==> src/rtl/reg_dump_unit_pkg.sv <==
// Shared types and sizing for the register-file dump engine.
package reg_dump_unit_pkg;

  localparam int DUMP_BITS = 64;
  localparam int DUMP_N    = 32;
  localparam int DUMP_IW   = $clog2(DUMP_N);

  typedef enum logic [1:0] {
    DUMP_IDLE   = 2'd0,
    DUMP_STREAM = 2'd1,
    DUMP_DRAIN  = 2'd2
  } dump_state_t;

endpackage

==> src/rtl/reg_dump_unit.sv <==
// Debug readout engine: walks every register-file entry through a spare
// read port and streams (index, value) pairs on a valid/ready interface.
//
// state       | meaning
// ------------+--------------------------------------------------------------
// DUMP_IDLE   | waiting for dump_req (ignored during the dump_done cycle)
// DUMP_STREAM | fetching entries 0..N-1, one per accepted/empty output slot
// DUMP_DRAIN  | all entries fetched, holding the last pair until accepted
module reg_dump_unit
  import reg_dump_unit_pkg::*;
#(
  parameter int Bits = DUMP_BITS,
  parameter int N    = DUMP_N,
  localparam int IW  = $clog2(N)
) (
  input  logic            clk,
  input  logic            rst,
  input  logic            dump_req,
  output logic            dump_busy,
  output logic            dump_done,
  output logic [IW-1:0]   rf_raddr,
  input  logic [Bits-1:0] rf_rdata,
  output logic            dout_valid,
  input  logic            dout_ready,
  output logic [IW-1:0]   dout_idx,
  output logic [Bits-1:0] dout_data,
  output logic            dout_last
);

  localparam logic [IW:0] CNT_N    = (IW+1)'(N);
  localparam logic [IW:0] CNT_LAST = (IW+1)'(N - 1);

  dump_state_t     r_state;
  logic [IW:0]     r_cnt;
  logic            r_busy;
  logic            r_done;
  logic            r_valid;
  logic [IW-1:0]   r_idx;
  logic [Bits-1:0] r_data;
  logic            r_last;

  logic w_hs;
  logic w_load;

  // The output register may be refilled when empty or when its pair is
  // being accepted this edge, so a single stage sustains one pair per cycle.
  assign w_hs   = r_valid && dout_ready;
  assign w_load = (r_state == DUMP_STREAM) && (r_cnt < CNT_N) && (!r_valid || dout_ready);

  // Read address only points at the register file while fetching.
  assign rf_raddr = (r_state == DUMP_STREAM) ? r_cnt[IW-1:0] : '0;

  // Sequencer FSM with registered outputs.
  always_ff @(posedge clk or negedge rst) begin
    if (!rst) begin
      r_state <= DUMP_IDLE;
      r_cnt   <= '0;
      r_busy  <= 1'b0;
      r_done  <= 1'b0;
      r_valid <= 1'b0;
      r_idx   <= '0;
      r_data  <= '0;
      r_last  <= 1'b0;
    end else begin
      r_done <= 1'b0;
      case (r_state)
        DUMP_IDLE: begin
          if (dump_req && !r_done) begin
            r_state <= DUMP_STREAM;
            r_busy  <= 1'b1;
            r_cnt   <= '0;
          end
        end
        DUMP_STREAM: begin
          if (w_load) begin
            r_data  <= rf_rdata;
            r_idx   <= r_cnt[IW-1:0];
            r_last  <= (r_cnt == CNT_LAST);
            r_valid <= 1'b1;
            r_cnt   <= r_cnt + 1'b1;
            if (r_cnt == CNT_LAST) begin
              r_state <= DUMP_DRAIN;
            end
          end else if (w_hs) begin
            r_valid <= 1'b0;
          end
        end
        DUMP_DRAIN: begin
          if (w_hs) begin
            r_valid <= 1'b0;
            r_state <= DUMP_IDLE;
            r_busy  <= 1'b0;
            r_done  <= 1'b1;
          end
        end
        default: begin
          r_state <= DUMP_IDLE;
          r_busy  <= 1'b0;
          r_valid <= 1'b0;
        end
      endcase
    end
  end

  assign dump_busy  = r_busy;
  assign dump_done  = r_done;
  assign dout_valid = r_valid;
  assign dout_idx   = r_idx;
  assign dout_data  = r_data;
  assign dout_last  = r_last;

endmodule

==> config.mk <==
export PLATFORM = sky130hd
export DESIGN_NAME = reg_dump_unit
export DESIGN_NICKNAME = d
export VERILOG_FILES = /design/src/rtl/reg_dump_unit_pkg.sv /design/src/rtl/reg_dump_unit.sv
export SDC_FILE = /design/constraint.sdc
export NUM_CORES = 1
export LEC_CHECK = 0
export BUFFER_PORTS_ARGS = -buffer_cell sky130_fd_sc_hd__buf_4
export CORE_MARGIN = 10
export CORE_UTILIZATION = 28
export DETAILED_ROUTE_END_ITERATION = 10
export PLACE_DENSITY_LB_ADDON = 0.25
export SLEW_MARGIN = 20
export SYNTH_ARGS = -nofsm -noshare
export SYNTH_HDL_FRONTEND = slang
export SYNTH_SLANG_ARGS = --single-unit
export TNS_END_PERCENT = 1
==> constraint.sdc <==
create_clock -name clk -period 2.3 [get_ports clk]
set_clock_uncertainty 0.15 [all_clocks]
set_input_delay 0.345 -clock clk [delete_from_list [all_inputs] [get_ports clk]]
set_output_delay 0.345 -clock clk [all_outputs]
set_load 0.02 [all_outputs]
==> reports/results.ini, run 1 <==
[outcome]
status=complete, no violations

[die]
boundaryPins=146
core_area_sq_mm=0.0115
placementRows=39
die-area_sq_mm=0.0166
die_height_um=129
die_x_um=129
initial_core_util_pct=28.7

[power]
total_leakage_power_uw=0.00272
p_clk_share_pct=19.5
intPower_uw=4350
power_frac_seq_pct=32.8
power.switching_uw=3040
comb_power_share_pct=47.7
cellPowerDensity_mw_per_mm2=1510
p_sw_share_pct=41.1
ir_worst_vdd_v=0.000516

[clocking]
cts_hold_buf=1
cts_num_sinks=81
cts_resized=0
h-tree-depth=3
clk_path_buf_depth=2
cts_setup_buffers=0
insertion_delay_ps=330
cts_tree=built
clk_pin_slew_worst_paths_ps=60
cts-root-buf=clkbuf_16
cts_buffers=9

[placement]
dp_hpwl_mm=7.16
dp.cells=639
place.gp.congestion=0.838
port_buffers=145
dpl_worst_slack_ps=259

[grt]
overflow=0
grt_pass1_wl_mm=15.5
gr-usage-all-layers_pct=11.6
grt_pass1_vias=2988
antenna_found_initial=0
grt_max_degree=67

[sta]
rsz0062_at_grt=false
period_minus_slack_ps=2050
whs_ps=50.1
finalSetupViolCount=0
final.setup.tns_ps=0
clock.fmax_ghz=0.488
drv_slew=0
worst_pin_slew_ps=555
fin_ws_ps=250
layout_worst_path_cycle_share_pct=89.1
max_slew_margin_pct=63.0
hold_viol=0

[critical_path]
crit_chain=ha_1, nand4_1, o31a_1, or3_4, mux2_4
reg2reg_slack_ps=250
cp.arrival_ps=2110
cp-start-kind=register
cpPeakStageDelay_ps=440
required_ps=2360
r2r-end=r_state[1]
r2r_start=r_cnt[0]
cpMaxStageDelayCell=dfrtp_1
worstPathMaxFanout=7
r2r_cells=5
critical_path_class=register to register
endpoint_kind=register

[min_path]
hold_depth=3
holdCritStartpoint=rf_rdata[3]
hp-class=input port to register
min_to=dout_data[3]

[run]
cap_viol_max_count=0

[yosys]
synth_flop_cell=dfrtp_1
synth_area_leaders=dfrtp_1 61%, nand2_1 24%, ha_1 2.3%, clkbuf_1 1.4%, and2_1 1.3%
async_flop_share_pct=100
synth_top_area_share_pct=61.2
synth-seq-cells=81
syn_avg_cell_area_sq_um=9.12
synth.net_count=437
yosysTopAreaCell=dfrtp_1
synth_common_cells=209 x nand2_1, 81 x dfrtp_1, 12 x clkbuf_1
synth.distinct_cells=35
synth_area_sq_mm=0.00331
yosysMostFrequentCell=nand2_1
synth_edf_count=0
synthCells=363
ys_seq_area_share_pct=61.2
yosysWarnings=0

[detailed_routing]
viasPerCell=4.36
dr.pass1.iters=4
detail_route.wirelength_mm=9.66
routed-via-count=2863
drc=0
drt-initial-drc-count=144
wl_per_cell_um=14.7
drtAntennaViolNets=0

[layout]
insertedDiodeCount=0
drive_above_1_share_pct=34.1
syn2layout_area_growth_pct=48.0
fillers=1134
fin_nets=582
stdcell_count=656

-- how the worst max path moves through the flow --
stage / start / end / cells past startpoint
floorplan: r_cnt[0] / r_state[0] / 5
global placement: r_cnt[0] / r_state[1] / 5
detailed placement: r_cnt[0] / r_state[0] / 5
CTS: r_state[1] / rf_raddr[1] / 5
global route: r_cnt[0] / r_state[1] / 5
finish: r_cnt[0] / r_state[1] / 5
-- worst max-delay path: cells and delay by family, from the launching register on --
| family | cells | cell delay, ps |
|---|---|---|
| AOI/OAI and AO/OA | 1 | 260 |
| muxes | 1 | 310 |
| and+or+nand+nor | 2 | 540 |
| adders and majority gates | 1 | 250 |
| DFF | 1 | 440 |
-- final cells by class --
| cell class | instances | area (sq um) | area share, % |
|---|---|---|---|
| Clock inverter | 6 | 67.6 | 1.38 |
| Sequential cell | 81 | 2030 | 41.4 |
| Clock buffer | 10 | 239 | 4.88 |
| Inverter | 3 | 11.3 | 0.230 |
| Tap cell | 143 | 179 | 3.65 |
| Multi-Input combinational cell | 262 | 1210 | 24.8 |
| Timing Repair Buffer | 151 | 1160 | 23.7 |
-- metal layers --
layer / up-vias / share of wire (%) / track usage (%) / wire length (um)
met4: 0 / 1.7 / 4.48 / 165
met2: 105 / 45 / 18.3 / 4360
met5: - / 0 / 0 / 0
li1: 1423 / - / - / -
met1: 1322 / 42 / 13.7 / 4090
met3: 13 / 11 / 5.17 / 1040
-- placed cells by master, fill, tap and decap left out, drive strengths merged, types with 2 or more instances in the layout --
| cell type | count |
|---|---|
| and3 | 2 |
| a221o | 3 |
| and2 | 8 |
| nor2b | 3 |
| a21boi | 2 |
| ha | 6 |
| nor2 | 3 |
| mux2 | 2 |
| nand2 | 209 |
| o21ai | 2 |
| inv | 3 |
| nand3 | 2 |
| nor4 | 2 |
| buf | 150 |
| dfrtp | 81 |
| nand2b | 2 |
| clkinvlp | 2 |
| a211o | 2 |
| clkbuf | 10 |
| o21a | 2 |
| clkinv | 3 |
-- flip-flops by register name (all words and copies together), names as in the netlist --
register	count
r_cnt	6
dout_idx	5
dout_data	64
dout_valid	1
r_state	2
dump_busy	1
dout_last	1
dump_done	1
-- power groups by stage --
stage	logic (uW)	registers (uW)	clock network [uW]
3_5_place_dp	3620	2440	0
2_1_floorplan	1370	3110	0
5_1_grt	3940	2510	1550
4_1_cts	3630	2430	1490
6_report	3530	2430	1440
3_3_place_gp	3540	2420	0
-- per-stage QoR --
| step | utilization [%] | instance area (sq um) | power (uW) |
|---|---|---|---|
| 6_report | 42.5 | 4900 | 7390 |
| 5_1_grt | 42.5 | 4900 | 8000 |
| 4_1_cts | 42.5 | 4900 | 7550 |
| 3_5_place_dp | 39.8 | 4580 | 6070 |
| 3_3_place_gp | 39.8 | 4580 | 5960 |
| 2_1_floorplan | - | 3310 | 4480 |
-- kinds of logic after synthesis --
group,Yosys count,synth area share (%)
flip-flops,81,61.2
multiplexers,3,1.21
AO/OA/AOI/OAI,16,3.89
buffers and inverters,20,2.38
adder cells (fa/ha/maj),6,2.27
AND/OR/NAND/NOR,237,29.0
Power figures use the tool's default switching activity.
==> run 2: changes to the inputs <==
- CTS_CLUSTER_SIZE: not set -> 10
- GPL_TIMING_DRIVEN: not set -> 0
- REMOVE_ABC_BUFFERS: not set -> 1
==> reports/results.ini, run 2 (synthesis results as in run 1) <==
[layout]
final_cell_area_sq_mm=0.00489  ; -0.20%
largest_reg_flops=64  ; unchanged
drive_above_1_share_pct=33.4  ; -0.71 points
stdcell_count=655  ; -0.15%
final_common_cell=nand2_1
fin_util_pct=42.5  ; -0.087 points
fin_nets=582  ; unchanged
syn2layout_area_growth_pct=47.7
final_cell_mix=209 x nand2_1, 146 x buf_4, 81 x dfrtp_1
insertedDiodeCount=0  ; unchanged

[detailed_routing]
drtAntennaViolNets=0  ; unchanged
drc=0  ; unchanged
wl_per_cell_um=14.5  ; -1.6%
drt-initial-drc-count=169  ; +17%
viasPerCell=4.41  ; +0.96%
routed-via-count=2886  ; +0.80%
detail_route.wirelength_mm=9.50  ; -1.7%
dr.pass1.iters=4  ; unchanged

[sta]
drv_slew=0  ; unchanged
finalSetupViolCount=0  ; unchanged
period_minus_slack_ps=2160  ; +107 ps
hold_viol=0  ; unchanged
max_slew_margin_pct=49.8  ; -13 points
rsz0062_at_grt=false
layout_worst_path_cycle_share_pct=93.8  ; +4.6 points
clock.fmax_ghz=0.464  ; -5.0%
whs_ps=45.7  ; -4.38 ps
worst_pin_slew_ps=754  ; +199 ps

[placement]
place.gp.congestion=0.737  ; -12%
place_area_sq_mm=0.00459  ; +0.22%
port_buffers=145  ; unchanged
dp_hpwl_mm=6.81  ; -4.9%
dp.cells=637  ; -0.31%

[clocking]
h-tree-depth=3  ; unchanged
cts_tree=built
insertion_delay_ps=330  ; about the same
clk_pin_slew_worst_paths_ps=60  ; about the same
cts_buffers=9  ; unchanged
clk_path_buf_depth=2  ; unchanged
cts_num_sinks=81  ; unchanged
cts-root-buf=clkbuf_16

[grt]
grt_max_degree=82  ; +22%
met3_usage_pct=3.78  ; -1.4 points
grt_pass1_wl_mm=14.8  ; -4.4%
grt.met2_usage_pct=17.3  ; -0.94 points
gr-usage-all-layers_pct=11.2  ; -0.39 points
overflow=0  ; unchanged
antenna_found_initial=0  ; unchanged
busiest_layer=met2
grt_use_met1_pct=14.0  ; +0.28 points
grt_pass1_vias=2852  ; -4.6%

[critical_path]
cp.arrival_ps=2230  ; +120 ps
cp_top_family=simple AND/OR/NAND/NOR gates
path_common_cell=nor2b_4
reg2reg_slack_ps=140  ; -110 ps
cp-start-kind=register
crit_chain=inv_1, ha_2, nor2b_4, nor2b_4, buf_16, a21boi_1, a221o_2
cp_num_buf_inv=2  ; +2
critical_path_class=register to register
required_ps=2370  ; about the same
worstPathMaxFanout=26  ; +19
endpoint_kind=register
cpPeakStageDelay_ps=410  ; -30 ps
cpMaxStageDelayCell=dfrtp_1

[die]
die_x_um=129  ; unchanged
initial_core_util_pct=28.7  ; unchanged
die-area_sq_mm=0.0166  ; unchanged
placementRows=39  ; unchanged
boundaryPins=146  ; unchanged
core_area_sq_mm=0.0115  ; unchanged
die_height_um=129  ; unchanged

[power]
ir_worst_vdd_v=0.000795  ; +54%
cellPowerDensity_mw_per_mm2=1500  ; -0.45%
total_leakage_power_uw=0.00272  ; -0.25%

[run]
cap_viol_max_count=0  ; unchanged

[outcome]
status=complete, no violations

[min_path]
hp-class=input port to register

-- run 2: cell types whose count changed in the layout (fill, tap and decap cells not counted), moves of 2 or more --
cell        change
clkinvlp_4      -2
clkinv_4        -2
clkbuf_1        +5
buf_4           -2
-- run 2: where the power goes --
part | internal [uW] | total (uW) | switching (uW) | leakage (uW)
combinational | 1520 | 3660 | 2140 | 0.00158
clock | 757 | 1290 | 533 | 0.000124
sequential | 2060 | 2400 | 339 | 0.00102
-- run 2: path summary, 6_finish.rpt --
| check | end | depth (start not counted) | start |
|---|---|---|---|
| worst max-delay path | r_cnt[2] | 7 | r_state[1] |
| worst min-delay path | dout_data[40] | 3 | rf_rdata[40] |
| worst max register to register | r_cnt[2] | 7 | r_state[1] |
| worst min register to register | dout_data[38] | 2 | dout_data[38] |
| max in group asynchronous | r_state[1] | 2 | rst |
| min in group asynchronous | dout_data[20] | 2 | rst |
-- run 2: per-layer routing --
layer	vias to the layer above	share of wire, %
met3	14	9.0
met1	1351	43
met4	0	1.7
met5	-	0
li1	1422	-
met2	99	47
-- run 2: metrics by stage --
stage | worst slack (ps) | TNS [ps] | total power [uW]
2_1_floorplan | -1820 | -106010 | 4440
3_3_place_gp | -3620 | -236110 | 5840
3_5_place_dp | -362 | -4890 | 6100
4_1_cts | 65.7 | 0 | 7460
5_1_grt | 59.5 | 0 | 7910
6_report | 143 | 0 | 7340
-- run 2: worst reg2reg max path: stages (launching register included) --
cell      delay, ps
dfrtp_1         410
inv_1           130
ha_2            320
nor2b_4         240
nor2b_4         230
buf_16          180
a21boi_1        100
a221o_2         290
-- run 2: final cells by class --
| class | instances | area [sq um] |
|---|---|---|
| sequential | 81 | 2030 |
| fill | 1148 | 6630 |
| clock buffer | 15 | 258 |
| inverter | 3 | 11.3 |
| timing repair buffer | 151 | 1180 |
| tap | 143 | 179 |
| multi-input combinational | 262 | 1230 |
-- run 2: what timing repair did --
| item | 4_1_cts | 5_1_grt |
|---|---|---|
| resized for setup | 2 | 1 |
| endpoints found under the setup margin | 75 | 2 |
| endpoints found under the hold margin | 0 | 53 |
| hold buffers | 0 | 1 |
| buffers inserted | 2 | 0 |
